===== src/rtl/mem_pkg.sv =====
// Shared types and helpers for the mem_responder data-memory model and its bench.
package mem_pkg;

    typedef enum logic [1:0] {
        IDLE = 2'd0,
        WAIT = 2'd1,
        RESP = 2'd2
    } state_e;

    localparam int          LANE_BITS = 8;
    localparam int          NUM_LANES = 4;
    localparam logic [3:0]  BE_ALL    = 4'hF;
    localparam logic [3:0]  BE_LANE0  = 4'b0001;

    // Word-index width for a given depth (clog2, at least 1).
    function automatic int idx_width(input int depth);
        int w;
        w = 1;
        for (int i = 1; i < 31; i++) begin
            if ((32'd1 << i) < 32'(depth)) w = i + 1;
        end
        return w;
    endfunction

endpackage


===== src/rtl/mem_responder_if.sv =====
// Request/response handshake bundle between the CPU data port and mem_responder.
interface mem_responder_if;

    logic        req_valid;
    logic        req_ready;
    logic        req_we;
    logic        req_byte;
    logic [31:0] req_addr;
    logic [31:0] req_wdata;
    logic        rsp_valid;
    logic        rsp_ready;
    logic [31:0] rsp_rdata;
    logic        rsp_err;

    modport master (
        output req_valid, req_we, req_byte, req_addr, req_wdata, rsp_ready,
        input  req_ready, rsp_valid, rsp_rdata, rsp_err
    );

    modport slave (
        input  req_valid, req_we, req_byte, req_addr, req_wdata, rsp_ready,
        output req_ready, rsp_valid, rsp_rdata, rsp_err
    );

endinterface


===== src/rtl/mem_array.sv =====
// Word-organised RAM: synchronous byte-enabled write, combinational read.
module mem_array
    import mem_pkg::*;
#(
    parameter int DEPTH_WORDS = 64,
    parameter int AW          = idx_width(DEPTH_WORDS)
) (
    input  logic          clk,
    input  logic          we_i,
    input  logic [3:0]    be_i,
    input  logic [AW-1:0] idx_i,
    input  logic [31:0]   wdata_i,
    output logic [31:0]   rdata_o
);

    logic [31:0] mem_q [DEPTH_WORDS];

    // NOTE: storage has no reset; contents survive a responder reset and map to plain RAM.
    always_ff @(posedge clk) begin
        if (we_i) begin
            for (int l = 0; l < NUM_LANES; l++) begin
                if (be_i[l]) mem_q[idx_i][l*LANE_BITS +: LANE_BITS] <= wdata_i[l*LANE_BITS +: LANE_BITS];
            end
        end
    end

    assign rdata_o = mem_q[idx_i];

endmodule


===== src/rtl/mem_responder.sv =====
// Stalling data-memory responder: one outstanding load/store, LATENCY wait cycles, error on bad address.
// Optional MEM_RESPONDER_TRACE_EN adds saturating accept/error counters on acc_count/err_count.
module mem_responder
    import mem_pkg::*;
#(
    parameter int DEPTH_WORDS = 64,
    parameter int LATENCY     = 1
) (
    input  logic              clk,
    input  logic              reset,
    mem_responder_if.slave    bus
`ifdef MEM_RESPONDER_TRACE_EN
    ,
    output logic [15:0]       acc_count,
    output logic [15:0]       err_count
`endif
);

    localparam int          AW         = idx_width(DEPTH_WORDS);
    localparam logic [31:0] ADDR_LIMIT = 32'(DEPTH_WORDS * 4);
    localparam logic [3:0]  LAT        = 4'(LATENCY);

    state_e      state_q, state_d;
    logic [3:0]  cnt_q, cnt_d;
    logic        we_q, we_d;
    logic        byte_q, byte_d;
    logic [31:0] addr_q, addr_d;
    logic [31:0] wdata_q, wdata_d;
    logic [31:0] rdata_q, rdata_d;
    logic        err_q, err_d;

    logic        cur_we, cur_byte;
    logic [31:0] cur_addr, cur_wdata;
    logic        req_ready, rsp_valid, accept, commit;
    logic [1:0]  lane;
    logic        access_err;
    logic        mem_we;
    logic [3:0]  mem_be;
    logic [31:0] mem_wdata, mem_rword, load_data;

    // With zero latency the commit edge is the accept edge, so the live bus is the source.
    always_comb begin
        if (state_q == IDLE) begin
            cur_we    = bus.req_we;
            cur_byte  = bus.req_byte;
            cur_addr  = bus.req_addr;
            cur_wdata = bus.req_wdata;
        end else begin
            cur_we    = we_q;
            cur_byte  = byte_q;
            cur_addr  = addr_q;
            cur_wdata = wdata_q;
        end
    end

    always_comb begin
        lane       = cur_addr[1:0];
        access_err = (cur_addr >= ADDR_LIMIT) || (!cur_byte && (lane != 2'd0));
        mem_be     = cur_byte ? (BE_LANE0 << lane) : BE_ALL;
        mem_wdata  = cur_byte ? {NUM_LANES{cur_wdata[7:0]}} : cur_wdata;
        load_data  = cur_byte ? {24'd0, mem_rword[{lane, 3'b000} +: 8]} : mem_rword;
    end

    assign mem_we = commit && cur_we && !access_err;

    mem_array #(
        .DEPTH_WORDS (DEPTH_WORDS),
        .AW          (AW)
    ) u_mem_array (
        .clk     (clk),
        .we_i    (mem_we),
        .be_i    (mem_be),
        .idx_i   (cur_addr[2 +: AW]),
        .wdata_i (mem_wdata),
        .rdata_o (mem_rword)
    );

    // NOTE: every output of this block gets a default first, so no path can infer a latch.
    always_comb begin
        state_d   = state_q;
        cnt_d     = cnt_q;
        we_d      = we_q;
        byte_d    = byte_q;
        addr_d    = addr_q;
        wdata_d   = wdata_q;
        rdata_d   = rdata_q;
        err_d     = err_q;
        req_ready = 1'b0;
        rsp_valid = 1'b0;
        accept    = 1'b0;
        commit    = 1'b0;

        unique case (state_q)
            IDLE: begin
                req_ready = reset;
                if (bus.req_valid && reset) begin
                    accept  = 1'b1;
                    we_d    = bus.req_we;
                    byte_d  = bus.req_byte;
                    addr_d  = bus.req_addr;
                    wdata_d = bus.req_wdata;
                    cnt_d   = LAT;
                    if (LATENCY == 0) begin
                        state_d = RESP;
                        commit  = 1'b1;
                    end else begin
                        state_d = WAIT;
                    end
                end
            end
            WAIT: begin
                cnt_d = cnt_q - 4'd1;
                if (cnt_q <= 4'd1) begin
                    state_d = RESP;
                    commit  = reset;
                end
            end
            RESP: begin
                rsp_valid = reset;
                if (bus.rsp_ready && reset) state_d = IDLE;
            end
            default: state_d = IDLE;
        endcase

        if (commit) begin
            err_d   = access_err;
            rdata_d = (access_err || cur_we) ? 32'd0 : load_data;
        end
    end

    // NOTE: sequential state uses non-blocking assignments so every register samples pre-edge values.
    always_ff @(posedge clk) begin
        if (!reset) begin
            state_q <= IDLE;
            cnt_q   <= '0;
            we_q    <= 1'b0;
            byte_q  <= 1'b0;
            addr_q  <= '0;
            wdata_q <= '0;
            rdata_q <= '0;
            err_q   <= 1'b0;
        end else begin
            state_q <= state_d;
            cnt_q   <= cnt_d;
            we_q    <= we_d;
            byte_q  <= byte_d;
            addr_q  <= addr_d;
            wdata_q <= wdata_d;
            rdata_q <= rdata_d;
            err_q   <= err_d;
        end
    end

    assign bus.req_ready = req_ready;
    assign bus.rsp_valid = rsp_valid;
    assign bus.rsp_rdata = rdata_q;
    assign bus.rsp_err   = err_q;

`ifdef MEM_RESPONDER_TRACE_EN
    logic [15:0] acc_q, errc_q;

    always_ff @(posedge clk) begin
        if (!reset) begin
            acc_q  <= '0;
            errc_q <= '0;
        end else begin
            if (accept && (acc_q != 16'hFFFF)) acc_q <= acc_q + 16'd1;
            if (commit && access_err && (errc_q != 16'hFFFF)) errc_q <= errc_q + 16'd1;
        end
    end

    assign acc_count = acc_q;
    assign err_count = errc_q;
`endif

endmodule


===== src/flat_wrapper.sv =====
// flat-port wrapper written by rule: the top's interface ports become plain ports
module mem_responder_flat import mem_pkg::*;
#(
    parameter int DEPTH_WORDS = 64,
    parameter int LATENCY     = 1
)
  (clk, reset, bus_req_valid, bus_req_we, bus_req_byte, bus_req_addr, bus_req_wdata, bus_rsp_ready, bus_req_ready, bus_rsp_valid, bus_rsp_rdata, bus_rsp_err);
  mem_responder_if bus_i ();
  input  logic clk;
  input  logic reset;
  input wire logic [$bits(bus_i.req_valid)-1:0] bus_req_valid;
  input wire logic [$bits(bus_i.req_we)-1:0] bus_req_we;
  input wire logic [$bits(bus_i.req_byte)-1:0] bus_req_byte;
  input wire logic [$bits(bus_i.req_addr)-1:0] bus_req_addr;
  input wire logic [$bits(bus_i.req_wdata)-1:0] bus_req_wdata;
  input wire logic [$bits(bus_i.rsp_ready)-1:0] bus_rsp_ready;
  output wire logic [$bits(bus_i.req_ready)-1:0] bus_req_ready;
  output wire logic [$bits(bus_i.rsp_valid)-1:0] bus_rsp_valid;
  output wire logic [$bits(bus_i.rsp_rdata)-1:0] bus_rsp_rdata;
  output wire logic [$bits(bus_i.rsp_err)-1:0] bus_rsp_err;
  assign bus_i.req_valid = bus_req_valid;
  assign bus_i.req_we = bus_req_we;
  assign bus_i.req_byte = bus_req_byte;
  assign bus_i.req_addr = bus_req_addr;
  assign bus_i.req_wdata = bus_req_wdata;
  assign bus_i.rsp_ready = bus_rsp_ready;
  assign bus_req_ready = bus_i.req_ready;
  assign bus_rsp_valid = bus_i.rsp_valid;
  assign bus_rsp_rdata = bus_i.rsp_rdata;
  assign bus_rsp_err = bus_i.rsp_err;
  mem_responder #(.DEPTH_WORDS(DEPTH_WORDS), .LATENCY(LATENCY)) u_core (.clk(clk), .reset(reset), .bus(bus_i));
endmodule

===== config.mk =====
export PLATFORM = sky130hd
export DESIGN_NAME = mem_responder_flat
export DESIGN_NICKNAME = d
export VERILOG_FILES = /design/src/rtl/mem_pkg.sv /design/src/rtl/mem_responder_if.sv /design/src/rtl/mem_array.sv /design/src/rtl/mem_responder.sv /design/src/flat_wrapper.sv
export SDC_FILE = /design/constraint.sdc
export NUM_CORES = 2
export LEC_CHECK = 0
export ABC_CLOCK_PERIOD_IN_PS = 9500
export BUFFER_PORTS_ARGS = -buffer_cell sky130_fd_sc_hd__buf_4
export CORE_MARGIN = 5
export CORE_UTILIZATION = 40
export DETAILED_ROUTE_END_ITERATION = 16
export PLACE_DENSITY = 0.55
export SYNTH_ARGS = -nofsm -noshare
export SYNTH_HDL_FRONTEND = slang
export SYNTH_SLANG_ARGS = --single-unit

===== constraint.sdc =====
create_clock -name clk -period 9.5 [get_ports clk]
set_clock_uncertainty 0.1 [all_clocks]
set_input_delay 0.475 -clock clk [delete_from_list [all_inputs] [get_ports clk]]
set_output_delay 0.475 -clock clk [all_outputs]
set_load 0.01 [all_outputs]

After elaboration in Yosys (flattened, before gate mapping):

Memories as Yosys holds them, arrays and structs flattened.
Cells that the tools add are included.

* register bits after elaboration: 105
* memory bits (writable): 2048
* input bits: 70
* output and inout port bits: 35
* memories: 1

* add/sub/neg operators: 1
* magnitude comparators: 2
* equality and inequality tests: 5
* shift-type cells: 2
* multiplexer cells: 30
* reduce and logical (&&, ||, !) cells: 15

Memory list
* u_core.u_mem_array.mem_q: words 64, bits a word 32, read ports 1, clocked after memory_dff 0, wr ports 1, line mem_array.sv:16 `logic [31:0] mem_q [DEPTH_WORDS];`

Operators with widths (number)
* $mux 32: 5
* $ge 32x9->1 const B: 1
* $shiftx 32x6->8: 1
* $mux 1: 18
* $mux 4: 2
* $pmux 4 s2: 1
* $mux 2: 3
* $pmux 2 s3: 1
* $logic_and 1x1->1: 5
* $le 4x1->1 const B: 1
* $ne 2x1->1 const B: 2
* $reduce_and 2->1: 2
* $reduce_bool 2->1: 2
* $shl 1x2->4 const A: 1
* $sub 4x1->4 const B: 1
* $reduce_and 3->1: 1
* $eq 2x1->1 const B: 1
* $eq 2x2->1 const B: 1
* $logic_not 1->1: 2
* $logic_not 2->1: 1
* $logic_or 1x1->1: 2
* $ne 2x2->1 const B: 1

Depth between registers and ports, before layout:

* depth after elaboration: 9
* mapped depth: 15

Cells and area by module:

Synthesis repeated with hierarchy kept, for this count alone.

* cells, all modules: 5242
* area total of the unflattened synthesis: 83142.2 µm²

By module, submodules not included
* mem_array: times used 1, cells an instance 4614, area an instance 78407.7 µm², sequential area each 61499.0 µm²
* mem_responder: times used 1, cells an instance 628, area an instance 4734.5 µm², sequential area each 2102.0 µm²

Worst setup path after synthesis:

OpenSTA, ideal clock, no wires.

* path type: reg-to-reg
* start point: register u_core.state_q[1]
* end point: memory u_core.u_mem_array.mem_q[0][31] (data pin)
* library setup time: 0.588 ns
* arrival: 4.620 ns
* data required time: 8.812 ns
* slack: 4.191 ns
* cell stages (with the launch flop): 11
* path buffers: 5
* path through: dfxtp_1 > buf_6 > nor2_2 > buf_2 > buf_1 > clkbuf_1 > clkbuf_1 > nand2_1 > nand2_1 > nor2_1 > a31oi_1

* cells in the longest elaborated chain, start to end: 3
* elaborated cells on any way between the ends: 4

RTL lines
* from (decl): line mem_responder.sv:23 `state_e state_q, state_d;`
* from (signal assigned): line mem_responder.sv:143 `state_q <= state_d;`
* $logic_not 2->1: line mem_responder.sv:43 `if (state_q == IDLE) begin`
* $mux 32: line mem_responder.sv:43
* via u_core.cur_wdata[7]: line mem_responder.sv:33 `logic [31:0] cur_addr, cur_wdata;`
* $mux 32: line mem_responder.sv:60 `mem_wdata = cur_byte ? {NUM_LANES{cur_wdata[7:0]}} : cur_wdata;`
* via u_core.mem_wdata[31]: line mem_responder.sv:39 `logic [31:0] mem_wdata, mem_rword, load_data;`
* to (decl): line mem_array.sv:16

The timed path passes the listed nets, and every way through them passes these cells.

Final worst setup path:

* start point: register u_core.state_q[0]
* end point: register u_core.rdata_q[6], in the netlist u_core.bus.rsp_rdata[6]

* cells in the longest elaborated chain, start to end: 7
* elaborated cells on any way between the ends: 16

RTL lines
* parallel branches: the longest is 7 deep, another holds $mem_v2 64x32
* to (signal assigned): line mem_responder.sv:149 `rdata_q <= rdata_d;`
* to (decl): line mem_responder.sv:29 `logic [31:0] rdata_q, rdata_d;`

Several ways; the timed one is not identified.
A chain may end at the register's enable or synchronous reset.

==> implementation parameters <==
Parameter                              Value

Clock tree
  Sinks on Clock Net    2,153
  CTS Buf Count    211
  Root buf cell    clkbuf_16
  TritonCTS clock tree    yes
  Clock latency on the worst-skew pair    0.87 ns
  Post-CTS Setup Bufs    0
  Clock buffer depth    3
  Depth of the CTS H-tree    4
  Hold-fix buffer count after cts    72
  Post-cts resize count    0
  Register clock-pin slew on the reported worst setup and hold paths    0.07 ns

Placed design
  Sum of net half-perimeters after detailed placement    168,000 um
  Number of port buffers    104
  Placed Instances    8,379
  Final estimated routing congestion in global placement    0.919

Logic synthesis
  Count of different cell masters after synthesis    83
  Post-synthesis share of cell area spent on xor and xnor gates    0%
  Most used flip-flop cell after synthesis    edfxtp_1
  Number of nets produced by synthesis    5,849
  Compound-Gate Fraction of Synth Area    11.5%
  Top post-synthesis cells by area    edfxtp_1 74%, o22ai_1 4.4%, nand2_1 3.9%
  Number of enable-type register cells in the synthesized netlist    2,048
  Number of warnings issued by yosys    0
  Adder-cell share of the synthesized area    0.0301%
  Share of synthesized cell area in and, or, nand and nor gates    8.54%
  Combinational family with the most area after synthesis    compound AO/OA/AOI/OAI gates
  Synthesized cell area    0.0832 sq mm
  Synthesized area per cell    14.4 sq um
  Yosys top cell by area    edfxtp_1
  Mux share of post-synthesis cell area    0.799%
  Count of mapped cells out of synthesis    5,777
  Number of synthesized register bits    2,153
  Async set or reset register ratio after synthesis    0%
  Sequential cell area fraction in the yosys report    76.5%
  Top-area cell type share of the netlist area    73.9%

Power
  Leak    29.5 nW
  Power Density    246 mW/mm^2
  Largest vdd supply drop    0.234 mV

Routing
  Vias after detailed routing    55,300
  Iteration count of the initial detailed-routing pass    8
  Drt wl/cell    32.5 um
  Final ANT Viol Nets    0
  Wirelength, routed    287,000 um
  Final routed DRC violation total    0
  Vias per std cell    6.25
  Iteration-0 DRC count of the detailed router    7,604

Floorplan
  Effective utilization at floorplan    40.2%
  Row cnt    167
  Floorplan Core Area    0.207 sq mm
  Die Span X    466 um
  Die Ht    466 um
  Number of top-level pins    105
  Die ar.    0.217 sq mm

STA
  Maximum clock frequency    167 MHz
  Transition at the pin with the smallest max-transition slack    1.49 ns
  Fin crit period    5.98 ns
  Max-slew violations    0
  Number of setup violations in the final report    0
  Final hold violation count    0
  Worst slew margin    0.157%
  Setup Total Neg Slack    0 ns
  Final critical-path share of the clock period    63.0%
  Unrepaired setup endpoints after global routing    false

Global route
  Initial antenna violation count    9
  Number of global-route vias before repair    52,600
  Total track usage    25.7%
  Maximum number of pins on one net before global-route repair    129
  GR Overflow Total    0
  First-pass GRT wire length    404,000 um

Status
  Outcome    complete, but fails checks
  Violated checks    max-capacitance violations

Critical path
  WS Path Type    flip-flop to flip-flop
  Required time at the endpoint of the critical path    10.16 ns
  Top fanout value on the critical path    69
  Crit path capture type    flip-flop
  Startpoint type of the worst setup path    flip-flop
  Critical Path AT    6.65 ns

Run
  Max capacitance violation total    2

Worst hold path
  Type of the worst min-delay path    primary input to flip-flop

Layout
  Non-filler instance count after layout    8,846
  Share of final-layout standard cells stronger than drive strength 1    10.9%
  Layout area overhead    13.8%
  Post-layout net count    5,959
power by group:
group	total, mW	leakage [nW]	internal, mW	switching (mW)
logic	4.10	7.00	0.836	3.26
registers	11.1	19.3	11.1	0.0300
clock network	8.13	3.19	4.53	3.59
total	23.3	29.5	16.5	6.88
path summary, 6_finish.rpt:
kind | cells past startpoint | endpoint | from | slack [ns]
max | 11 | u_core.bus.rsp_rdata[6]$_SDFFE_PN0P_ | u_core.state_q[0]$_SDFFE_PN0P_ | 3.52
min | 3 | u_core.state_q[0]$_SDFFE_PN0P_ | bus_req_valid | 0.09
max reg2reg | 11 | u_core.bus.rsp_rdata[6]$_SDFFE_PN0P_ | u_core.state_q[0]$_SDFFE_PN0P_ | 3.52
min reg2reg | 2 | u_core.wdata_q[11]$_SDFFE_PN0P_ | u_core.wdata_q[11]$_SDFFE_PN0P_ | 0.36
placed cells by master, fill, tap and decap left out, drive strengths merged, types with 7 or more instances in the layout:
master / count
nor3: 232
edfxtp: 2048
o31ai: 8
a221oi: 10
inv: 13
clkbuf: 281
nor2: 263
nand2: 856
buf: 259
nor2b: 7
a2111oi: 9
a32o: 10
a21oi: 271
o21ai: 145
o211ai: 8
nor4: 53
nand2b: 8
a211oi: 21
or4: 8
o221ai: 48
nand3: 153
bufinv: 15
dlygate4sd3: 72
o22ai: 590
a22o: 11
clkinv: 80
a2bb2oi: 17
and2: 9
nand4: 26
mux2i: 57
a32oi: 99
dfxtp: 105
a22oi: 45
a31oi: 115
a222oi: 18
area by class of cell:
type,count,area (sq um)
timing repair buffer,335,2860
fill,18100,112000
clock buffer,277,5590
sequential,2153,63600
tap,2788,3490
antenna,3,7.51
inverter,9,33.8
multi-input combinational,3177,18100
clock inverter,104,963
metrics by stage:
| stage | util [%] | cell area, sq um | hold slack (ns) | worst slack [ns] | power, mW |
|---|---|---|---|---|---|
| finish | 45.7 | 94700 | 0.0861 | 3.52 | 23.3 |
| global route | 45.7 | 94700 | 0.0812 | 3.40 | 23.9 |
| CTS | 45.6 | 94500 | 0.0291 | 3.68 | 23.3 |
| detailed placement | 42.1 | 87200 | 0.350 | 3.77 | 15.3 |
| global placement | 42.1 | 87200 | 0.344 | 3.79 | 15.3 |
| floorplan | - | 83200 | 0.335 | 4.19 | 13.4 |
registers in the layout (all words and copies together), names as in the netlist:
register	flops
u_core.bus.rsp_err	1
u_core.we_q	1
u_core.byte_q	1
u_core.addr_q	32
u_core.wdata_q	32
u_core.cnt_q	4
u_core.bus.rsp_rdata	32
u_core.state_q	2
u_core.u_mem_array.mem_q	2048
routing by layer:
metal	global-route usage, %	wire length [um]	vias to the layer above
li1	-	-	23000
met1	35.6	114000	28400
met2	39.8	132000	3291
met3	5.89	29500	612
met4	9.47	12000	4
met5	0	29	-
Yosys cell counts (all sizes together) (7+ instances only):
| master | number |
|---|---|
| o211ai | 8 |
| a31oi | 115 |
| mux2i | 57 |
| a211oi | 21 |
| or4 | 8 |
| dfxtp | 105 |
| o31ai | 8 |
| nor3 | 232 |
| nand4 | 26 |
| a2bb2oi | 17 |
| edfxtp | 2048 |
| nand3 | 153 |
| o21ai | 145 |
| o221ai | 48 |
| a22oi | 45 |
| a32oi | 99 |
| o22ai | 590 |
| nor4 | 53 |
| nor2b | 7 |
| buf | 292 |
| and2 | 9 |
| a221oi | 10 |
| clkbuf | 146 |
| a2111oi | 9 |
| nor2 | 263 |
| nand2 | 856 |
| a32o | 10 |
| a21oi | 271 |
| inv | 9 |
| a222oi | 18 |
| a22o | 11 |
| nand2b | 8 |
worst max-delay path, stage by stage (launching register included):
cell and delay, ns:
dfxtp_1 0.31, buf_4 0.34, or2_4 0.84, mux2i_4 0.81
buf_12 0.39, o22ai_1 0.17, a211oi_1 0.27, a21oi_1 0.20
or4_1 0.61, nor3_1 1.07, o221ai_1 0.30, a21oi_1 0.25
cells by family after synthesis:
logic type / Yosys count
adder cells (fa/ha/maj): 2
AND/OR/NAND/NOR: 1644
AO/OA/AOI/OAI: 1469
multiplexers: 62
buffers and inverters: 447
flip-flops: 2153
No activity file was read; power rests on OpenSTA's default activity.
